## src/rtl/rs_encode_pkg.sv

```systemverilog
// Shared RS encoder constants plus the sizing helpers and state type used by
// the byte-to-line output converter.
package rs_encode_pkg;

  localparam int RS_N      = 255;
  localparam int RS_WORD_W = 8;

  typedef enum logic {
    ACCUM  = 1'b0,
    OUTPUT = 1'b1
  } out_state_e;

  function automatic int calc_num_lines(input int data_bytes);
    return (RS_N + data_bytes - 32'sd1) / data_bytes;
  endfunction

  // A codeword that fills its last line exactly reports a full line, not zero.
  function automatic int calc_last_line_bytes(input int data_bytes);
    int rem;
    rem = RS_N % data_bytes;
    if (rem == 32'sd0) begin
      return data_bytes;
    end else begin
      return rem;
    end
  endfunction

endpackage

```

## src/rtl/rs_encode_line_demux_out_ctrl.sv

```systemverilog
// Control for the byte-to-line converter: accumulate/output FSM, byte and line
// counters, upstream/downstream handshakes and the codeword-done pulse.
module rs_encode_line_out_ctrl
  import rs_encode_pkg::*;
#(
  parameter int DATA_BYTES   = 32,
  parameter int DATA_BYTES_W = $clog2(DATA_BYTES)
) (
  input  logic                    clk,
  input  logic                    rst,
  input  logic                    byte_val_i,
  input  logic                    line_rdy_i,
  output logic                    byte_rdy_o,
  output logic                    line_val_o,
  output logic                    line_last_o,
  output logic                    done_o,
  output logic                    byte_wr_o,
  output logic [DATA_BYTES_W-1:0] byte_idx_o,
  output logic                    line_clr_o
);

  localparam int NUM_OUT_LINES   = calc_num_lines(DATA_BYTES);
  localparam int LAST_LINE_BYTES = calc_last_line_bytes(DATA_BYTES);
  localparam int LINE_CNT_W      = $clog2(NUM_OUT_LINES + 1);

  localparam logic [DATA_BYTES_W-1:0] FULL_IDX  = DATA_BYTES_W'(DATA_BYTES - 1);
  localparam logic [DATA_BYTES_W-1:0] LAST_IDX  = DATA_BYTES_W'(LAST_LINE_BYTES - 1);
  localparam logic [LINE_CNT_W-1:0]   LAST_LINE = LINE_CNT_W'(NUM_OUT_LINES - 1);

  out_state_e              state_q;
  logic [DATA_BYTES_W-1:0] byte_cnt_q;
  logic [LINE_CNT_W-1:0]   line_cnt_q;
  logic                    byte_rdy_q;
  logic                    line_val_q;
  logic                    line_last_q;

  logic byte_acc_s;
  logic last_line_s;
  logic line_full_s;
  logic line_hs_s;

  assign byte_acc_s  = (state_q == ACCUM) && byte_rdy_q && byte_val_i;
  assign last_line_s = (line_cnt_q == LAST_LINE);
  assign line_full_s = (byte_cnt_q == FULL_IDX) || (last_line_s && (byte_cnt_q == LAST_IDX));
  assign line_hs_s   = line_val_q && line_rdy_i;

  // rdy is registered, so it comes up one cycle after reset releases.
  always_ff @(posedge clk) begin
    if (rst) begin
      state_q     <= ACCUM;
      byte_cnt_q  <= '0;
      line_cnt_q  <= '0;
      byte_rdy_q  <= 1'b0;
      line_val_q  <= 1'b0;
      line_last_q <= 1'b0;
    end else begin
      case (state_q)
        ACCUM: begin
          byte_rdy_q  <= 1'b1;
          line_val_q  <= 1'b0;
          line_last_q <= 1'b0;
          if (byte_acc_s) begin
            if (line_full_s) begin
              state_q     <= OUTPUT;
              byte_rdy_q  <= 1'b0;
              line_val_q  <= 1'b1;
              line_last_q <= last_line_s;
            end else begin
              byte_cnt_q <= byte_cnt_q + DATA_BYTES_W'(1);
            end
          end
        end
        OUTPUT: begin
          if (line_hs_s) begin
            state_q     <= ACCUM;
            byte_cnt_q  <= '0;
            byte_rdy_q  <= 1'b1;
            line_val_q  <= 1'b0;
            line_last_q <= 1'b0;
            if (line_last_q) begin
              line_cnt_q <= '0;
            end else begin
              line_cnt_q <= line_cnt_q + LINE_CNT_W'(1);
            end
          end
        end
        default: begin
          state_q     <= ACCUM;
          byte_cnt_q  <= '0;
          line_cnt_q  <= '0;
          byte_rdy_q  <= 1'b0;
          line_val_q  <= 1'b0;
          line_last_q <= 1'b0;
        end
      endcase
    end
  end

  assign byte_rdy_o  = byte_rdy_q;
  assign line_val_o  = line_val_q;
  assign line_last_o = line_last_q;
  assign done_o      = line_hs_s && line_last_q;
  assign byte_wr_o   = byte_acc_s;
  assign byte_idx_o  = byte_cnt_q;
  assign line_clr_o  = line_hs_s;

endmodule

```

## src/rtl/rs_encode_line_demux_out.sv

```systemverilog
// Packs the RS encoder's byte-serial codeword into DATA_W-wide lines, first
// symbol in the MSBs, flagging the final line and signalling codeword done.
module rs_encode_line_demux_out
  import rs_encode_pkg::*;
#(
  parameter int DATA_W = 256
) (
  input  logic                 clk,
  input  logic                 rst,
  input  logic                 encoder_dst_byte_val,
  input  logic [RS_WORD_W-1:0] encoder_dst_byte,
  output logic                 dst_encoder_byte_rdy,
  output logic                 out_dst_line_val,
  output logic [DATA_W-1:0]    out_dst_line,
  output logic                 out_dst_line_last,
  input  logic                 dst_out_line_rdy,
  output logic                 out_ctrl_in_ctrl_done
);

  localparam int DATA_BYTES   = DATA_W / RS_WORD_W;
  localparam int DATA_BYTES_W = $clog2(DATA_BYTES);

  logic                    byte_wr_s;
  logic [DATA_BYTES_W-1:0] byte_idx_s;
  logic                    line_clr_s;
  logic [DATA_W-1:0]       line_q;
  logic [DATA_W-1:0]       line_d;

  rs_encode_line_out_ctrl #(
    .DATA_BYTES   (DATA_BYTES),
    .DATA_BYTES_W (DATA_BYTES_W)
  ) u_ctrl (
    .clk         (clk),
    .rst         (rst),
    .byte_val_i  (encoder_dst_byte_val),
    .line_rdy_i  (dst_out_line_rdy),
    .byte_rdy_o  (dst_encoder_byte_rdy),
    .line_val_o  (out_dst_line_val),
    .line_last_o (out_dst_line_last),
    .done_o      (out_ctrl_in_ctrl_done),
    .byte_wr_o   (byte_wr_s),
    .byte_idx_o  (byte_idx_s),
    .line_clr_o  (line_clr_s)
  );

  // Clearing on handshake leaves the unused tail of a short last line at zero.
  always_comb begin
    line_d = line_q;
    if (line_clr_s) begin
      line_d = '0;
    end else if (byte_wr_s) begin
      line_d[DATA_W - RS_WORD_W * (int'(byte_idx_s) + 1) +: RS_WORD_W] = encoder_dst_byte;
    end else begin
      line_d = line_q;
    end
  end

  // Line register, dropped entirely on reset.
  always_ff @(posedge clk) begin
    if (rst) begin
      line_q <= '0;
    end else begin
      line_q <= line_d;
    end
  end

  assign out_dst_line = line_q;

endmodule

```

## config.mk

```make
export PLATFORM = sky130hd
export DESIGN_NAME = rs_encode_line_demux_out
export DESIGN_NICKNAME = d
export VERILOG_FILES = /design/src/rtl/rs_encode_pkg.sv /design/src/rtl/rs_encode_line_demux_out_ctrl.sv /design/src/rtl/rs_encode_line_demux_out.sv
export SDC_FILE = /design/constraint.sdc
export NUM_CORES = 1
export LEC_CHECK = 0
export ABC_AREA = 0
export ABC_CLOCK_PERIOD_IN_PS = 6600
export BUFFER_PORTS_ARGS = -buffer_cell sky130_fd_sc_hd__buf_2
export CAP_MARGIN = 20
export CELL_PAD_IN_SITES_DETAIL_PLACEMENT = 0
export CELL_PAD_IN_SITES_GLOBAL_PLACEMENT = 1
export CORE_ASPECT_RATIO = 2
export CORE_UTILIZATION = 41
export CTS_CLUSTER_DIAMETER = 120
export DETAILED_ROUTE_END_ITERATION = 6
export HOLD_SLACK_MARGIN = 0.06
export PLACE_DENSITY = 0.92
export SYNTH_ARGS = -nofsm -noshare
export SYNTH_HDL_FRONTEND = slang
export SYNTH_SLANG_ARGS = --single-unit
export TNS_END_PERCENT = 100
```

## constraint.sdc

```tcl
create_clock -name clk -period 6.6 [get_ports clk]
set_input_delay 1.32 -clock clk [delete_from_list [all_inputs] [get_ports clk]]
set_output_delay 1.32 -clock clk [all_outputs]
set_load 0.05 [all_outputs]
```

# After elaboration in Yosys (flattened, before gate mapping)
# Index checks and enable logic that the tools add are counted.
op_classes:
  n_eq_ne: 6
  n_reduce_logical: 9
  mux: 19
  n_bitwise: 1
  shift: 2
  n_addsub: 5
ops:
  columns: ["op", "n"]
  rows:
  - ["$bwmux W256", 1]
  - ["$shift A8 B33 Y256 const A", 1]
  - ["$shiftx A8 B33 Y256", 1]
  - ["$neg A10 Y33", 1]
  - ["$mux W5", 3]
  - ["$eq A5 B5 Y1 const B", 2]
  - ["$pmux W5 S2", 1]
  - ["$sub A9 B9 Y10 const A", 1]
  - ["$mux W1", 9]
  - ["$pmux W1 S2", 4]
  - ["$add A5 B1 Y6 const B", 1]
  - ["$ne A2 B2 Y1 const B", 3]
  - ["$add A5 B1 Y5 const B", 1]
  - ["$logic_and A1 B1 Y1", 5]
  - ["$add A4 B1 Y4 const B", 1]
  - ["$eq A4 B3 Y1 const B", 1]
  - ["$mux W4", 1]
  - ["$reduce_and A3 Y1", 1]
  - ["$reduce_and A2 Y1", 1]
  - ["$reduce_or A2 Y1", 1]
  - ["$logic_or A1 B1 Y1", 1]
  - ["$not A1 Y1", 1]
word_totals:
  reg_bits: 269

# Depth between registers and ports, before layout
depth:
  depth_word: 6
  mapped_depth: 19
  mapped_depth_nobuf: 14

# By module
# Synthesis repeated with hierarchy kept, for this count alone.
unflattened:
  hier_cells: 1169
  area_unflattened_um2: 11178.2
modules_own_cells:
  columns: ["module", "seq_area_each_um2", "cells_each", "area_per_inst_um2", "n_inst"]
  rows:
  - ["rs_encode_line_demux_out", 5124.9, 1091, 10510.1, 1]
  - ["rs_encode_line_out_ctrl", 260.2, 78, 668.1, 1]

# Worst setup path before layout
# OpenSTA, ideal clock, no wires.
synth_path:
  path_kind: "reg-to-reg"
  start: "reg u_ctrl.byte_cnt_q[1], in the netlist u_ctrl.byte_idx_o[1]"
  end: "reg line_q[16], in the netlist out_dst_line[16]"
  path_slack_ps: 1750
  t_arrival_ps: 4778
  setup_time_ps: 72
  required_ps: 6528
  stages_incl_launch_ff: 16
  path_buffers: 2
  cell_sequence: "dfxtp_1 -> ha_1 -> clkbuf_1 -> and3_1 -> ha_1 -> buf_1 -> nor3b_1 -> a21o_1 -> inv_1 -> ha_1 -> nand4b_1 -> or4_4 -> a2111oi_4 -> nand4_4 -> nor3_4 -> mux2i_1"
synth_between:
  elab_chain_cells: 5
  word_cells_on_any_way: 6
  classes_between: "3 x add/sub; 2 x shift; 1 x mux"
synth_rtl:
  columns: ["item", "line", "text"]
  rows:
  - ["start: declaration", "rs_encode_line_demux_out_ctrl.sv:31", "logic [DATA_BYTES_W-1:0] byte_cnt_q;"]
  - ["start signal: assignment", "rs_encode_line_demux_out_ctrl.sv:69", "byte_cnt_q <= byte_cnt_q + DATA_BYTES_W'(1);"]
  - ["$add A5 B1 Y6 *", "rs_encode_line_demux_out.sv:52", "line_d[DATA_W - RS_WORD_W * (int'(byte_idx_s) + 1) +: RS_WORD_W] = encoder_dst_byte;"]
  - ["$sub A9 B9 Y10 *", "rs_encode_line_demux_out.sv:52", null]
  - ["$neg A10 Y33 *", "rs_encode_line_demux_out.sv:52", null]
  - ["$shiftx A8 B33 Y256 or $shift A8 B33 Y256 (tied branches)", "rs_encode_line_demux_out.sv:52", null]
  - ["$bwmux W256 *", "rs_encode_line_demux_out.sv:52", null]
  - ["end signal: assignment", "rs_encode_line_demux_out.sv:63", "line_q <= line_d;"]
  - ["end: declaration", "rs_encode_line_demux_out.sv:26", "logic [DATA_W-1:0] line_q;"]
# Mark *: on every way between the ends. The rest lies on a longest branch, timed or not.
# A chain may end at the register's enable or synchronous reset.

# Worst setup path after layout
layout_path:
  start: "reg u_ctrl.byte_cnt_q[0], in the netlist u_ctrl.byte_idx_o[0]"
  end: "reg line_q[245], in the netlist out_dst_line[245]"
# Same word-level chain as after synthesis.

==> results.py <==
metrics = {
    "run_status": {
        "status": "completed",
    },
    "synthesis": {
        "synth-xor-area-share_pct": 0.595,
        "yosysUniqueCellTypes": 64,
        "synth_top_family_by_area": "simple AND/OR/NAND/NOR gates",
        "async_flop_share_pct": 0,
        "synthSimpleGateAreaFrac_pct": 23.1,
        "ys_warn_count": 0,
        "seq_area_frac_synth_pct": 45.7,
        "syn_avg_cell_area_um2": 9.37,
        "synth_adder_area_share_pct": 1.38,
        "syn_nets": 1283,
        "synthFlopType": "dfxtp_1",
        "syn_inst": 1258,
        "synth_edf_count": 0,
        "synth_compound_area_share_pct": 6.77,
        "syn-cell-area_um2": 11800,
        "synth.mux.area_fraction_pct": 19.3,
        "ys_ff_latch": 269,
    },
    "cells_and_area": {
        "final_area_um2": 14300,
        "fin_nets": 1518,
        "drive_above_1_share_pct": 24.9,
        "antenna_cells": 0,
        "post-route-util_pct": 50.7,
        "layout_commonest_cell": "nand2_1",
        "final_cell_mix": "nand2_1, buf_2, dfxtp_1",
        "areaGrowthSynthToFinish_pct": 21.3,
        "instances_no_fill": 1867,
    },
    "worst_setup_path": {
        "cp_max_fo": 17,
        "startpoint_type": "flip-flop",
        "cp_top_family": "simple AND/OR/NAND/NOR gates",
        "crit_required_ns": 7.02,
        "critPathCaptureType": "flip-flop",
        "cp.arrival_ns": 6.13,
        "critPathSlowestCell": "or3_1",
        "path_cells": "ha_1 -> and3_1 -> ha_1 -> nand2b_1 -> a21oi_1 -> a21o_1 -> nand2_1 -> ha_1 -> nor4b_1 -> nand4_1 -> a2111oi_4 -> nand3_1 -> or3_1 -> mux2i_1",
        "cp_common_cell": "ha_1",
        "rrSetupSlack_ns": 0.89,
        "path_class": "reg -> reg",
        "critical-path-max-stage-delay_ns": 0.71,
        "cp_num_buf_inv": 0,
    },
    "global_route": {
        "grt_max_degree": 140,
        "grt_pass1_wl_um": 57800,
        "antenna_found_initial": 0,
        "grt_pass1_vias": 9892,
        "grt_usage_pct": 25.9,
        "grt_overflow": 0,
    },
    "sta": {
        "relSlewSlack_pct": 27.8,
        "setup_slack_ns": 0.890,
        "slew_violations": 0,
        "fin_hold_ws_ns": 0.454,
        "finalHoldViolations": 0,
        "finalSetupViolations": 0,
        "worst_pin_slew_ns": 1.08,
        "clock_skew_ns": 0.0268,
        "fmax_ghz": 0.175,
        "grt_setup_unrepaired": "false",
        "finalCritPeriodShare_pct": 86.5,
        "setup-tns-final_ns": 0,
        "min_period_ns": 5.71,
    },
    "clock_network": {
        "cts_tree": "yes",
        "cts_buffers": 24,
        "worst_skew_pair.late_latency_ns": 0.55,
        "post_cts_resized": 0,
        "root_buffer": "clkbuf_16",
        "cts_buffer_depth": 3,
        "htreeDepth": 1,
        "holdBufCountCts": 0,
        "cts_setup_buffers": 0,
        "clock_sinks": 269,
        "cts.clk_slew.worst_paths_ns": 0.07,
    },
    "power_and_ir_drop": {
        "power_mw": 3.32,
        "powerDensity_nw_per_um2": 232,
        "ir_drop_mv": 0.192,
        "p_leak_nw": 6.06,
    },
    "route": {
        "drtAntennaViolNets": 0,
        "finalWirelength_um": 38800,
        "vias_per_cell": 5.47,
        "drt_drc_violations_left": 0,
        "first_pass_iters": 7,
        "drt_first_iter_violations": 576,
        "routedWlPerCell_um": 20.8,
        "routed-via-count": 10207,
    },
    "placement": {
        "port_buffers": 271,
        "dp.cells": 1822,
        "place_area_um2": 13400,
        "pre_cts_ws_ns": 0.960,
        "gp_congestion": 0.931,
        "dp_hpwl_um": 29100,
    },
    "flow_run": {
        "drv_cap": 0,
    },
    "floorplan": {
        "die_w_um": 122,
        "pin_count": 272,
        "num_rows": 87,
        "die_y_um": 242,
        "core_area_um2": 28200,
        "start_util_pct": 41.8,
        "dieArea_um2": 29500,
    },
    "hold_path": {
        "hold_class": "reg -> reg",
    },
}
[logic make-up after synthesis]
family / count (synthesis)
AOI/OAI and AO/OA: 116
xor gates and xnor gates: 8
adders and majority gates: 13
buffers and inverters: 86
DFF: 269
muxes: 227
and+or+nand+nor: 539
[final cells by class]
type                       instances  area, um^2
clock buffer                      30         663
multi-input combinational        903        6070
tap                              356         445
timing repair buffer             290        1540
fill                            2671       13900
inverter                           5        18.8
sequential                       269        5390
clock inverter                    14         178
[per-layer routing]
metal / vias up / routed length, um / track usage (%)
li1: 4836 / - / -
met1: 4862 / 13200 / 26.1
met2: 379 / 20700 / 47.9
met3: 130 / 2110 / 3.51
met4: 0 / 2760 / 17.3
met5: - / 0 / 0
[flip-flops by register name (all words and copies together), names as in the netlist]
name and flops:
u_ctrl.line_last_o 1, u_ctrl.line_cnt_q 4, u_ctrl.byte_idx_o 5, u_ctrl.state_q 1, out_dst_line 256, u_ctrl.line_val_o 1
u_ctrl.byte_rdy_o 1
[tightest hold or removal path, delay by kind of cell, from the launching register on]
kind	cells	cell delay, ns
flip-flops	1	0.31
AND/OR/NAND/NOR	1	0.05
multiplexers	1	0.05
[path summary, 6_finish.rpt]
path                                           from  cells after the start                             end
setup / recovery  u_ctrl.byte_idx_o[0]$_SDFFE_PP0P_                     14  out_dst_line[245]$_SDFFE_PP0P_
hold / removal         out_dst_line[2]$_SDFFE_PP0P_                      2    out_dst_line[2]$_SDFFE_PP0P_
setup reg to reg  u_ctrl.byte_idx_o[0]$_SDFFE_PP0P_                     14  out_dst_line[245]$_SDFFE_PP0P_
hold reg to reg        out_dst_line[2]$_SDFFE_PP0P_                      2    out_dst_line[2]$_SDFFE_PP0P_
[synthesized netlist by cell type (3+ instances only)]
cell       count  area (um^2)
a21oi_1       49          245
and3_1         5         31.3
and3b_1        3         26.3
buf_1          3         11.3
buf_2          7         35.0
buf_6          5         56.3
clkbuf_1      64          240
dfxtp_1      269         5390
ha_1          13          163
inv_1          5         18.8
mux2i_1      226         2260
nand2_1      318         1190
nand2b_1      13         81.3
nand3_1       35          175
nand3_2        3         30.0
nand4_1       33          206
nor2_1        45          169
nor2b_1       15         93.8
nor3_1        19         95.1
nor3_4        21          342
nor4b_1        4         35.0
o2111ai_1      4         35.0
o21ai_0        4         20.0
o31ai_1       32          240
or3_1          5         31.3
xnor2_1        4         35.0
xor2_1         4         35.0
[report_power, final]
part	switching [mW]	total (mW)	internal, mW
Combinational	0.145	0.182	0.0364
Clock	0.666	1.51	0.841
Sequential	0.00473	1.63	1.63
Note: power is estimated with default switching activity, not from simulation.
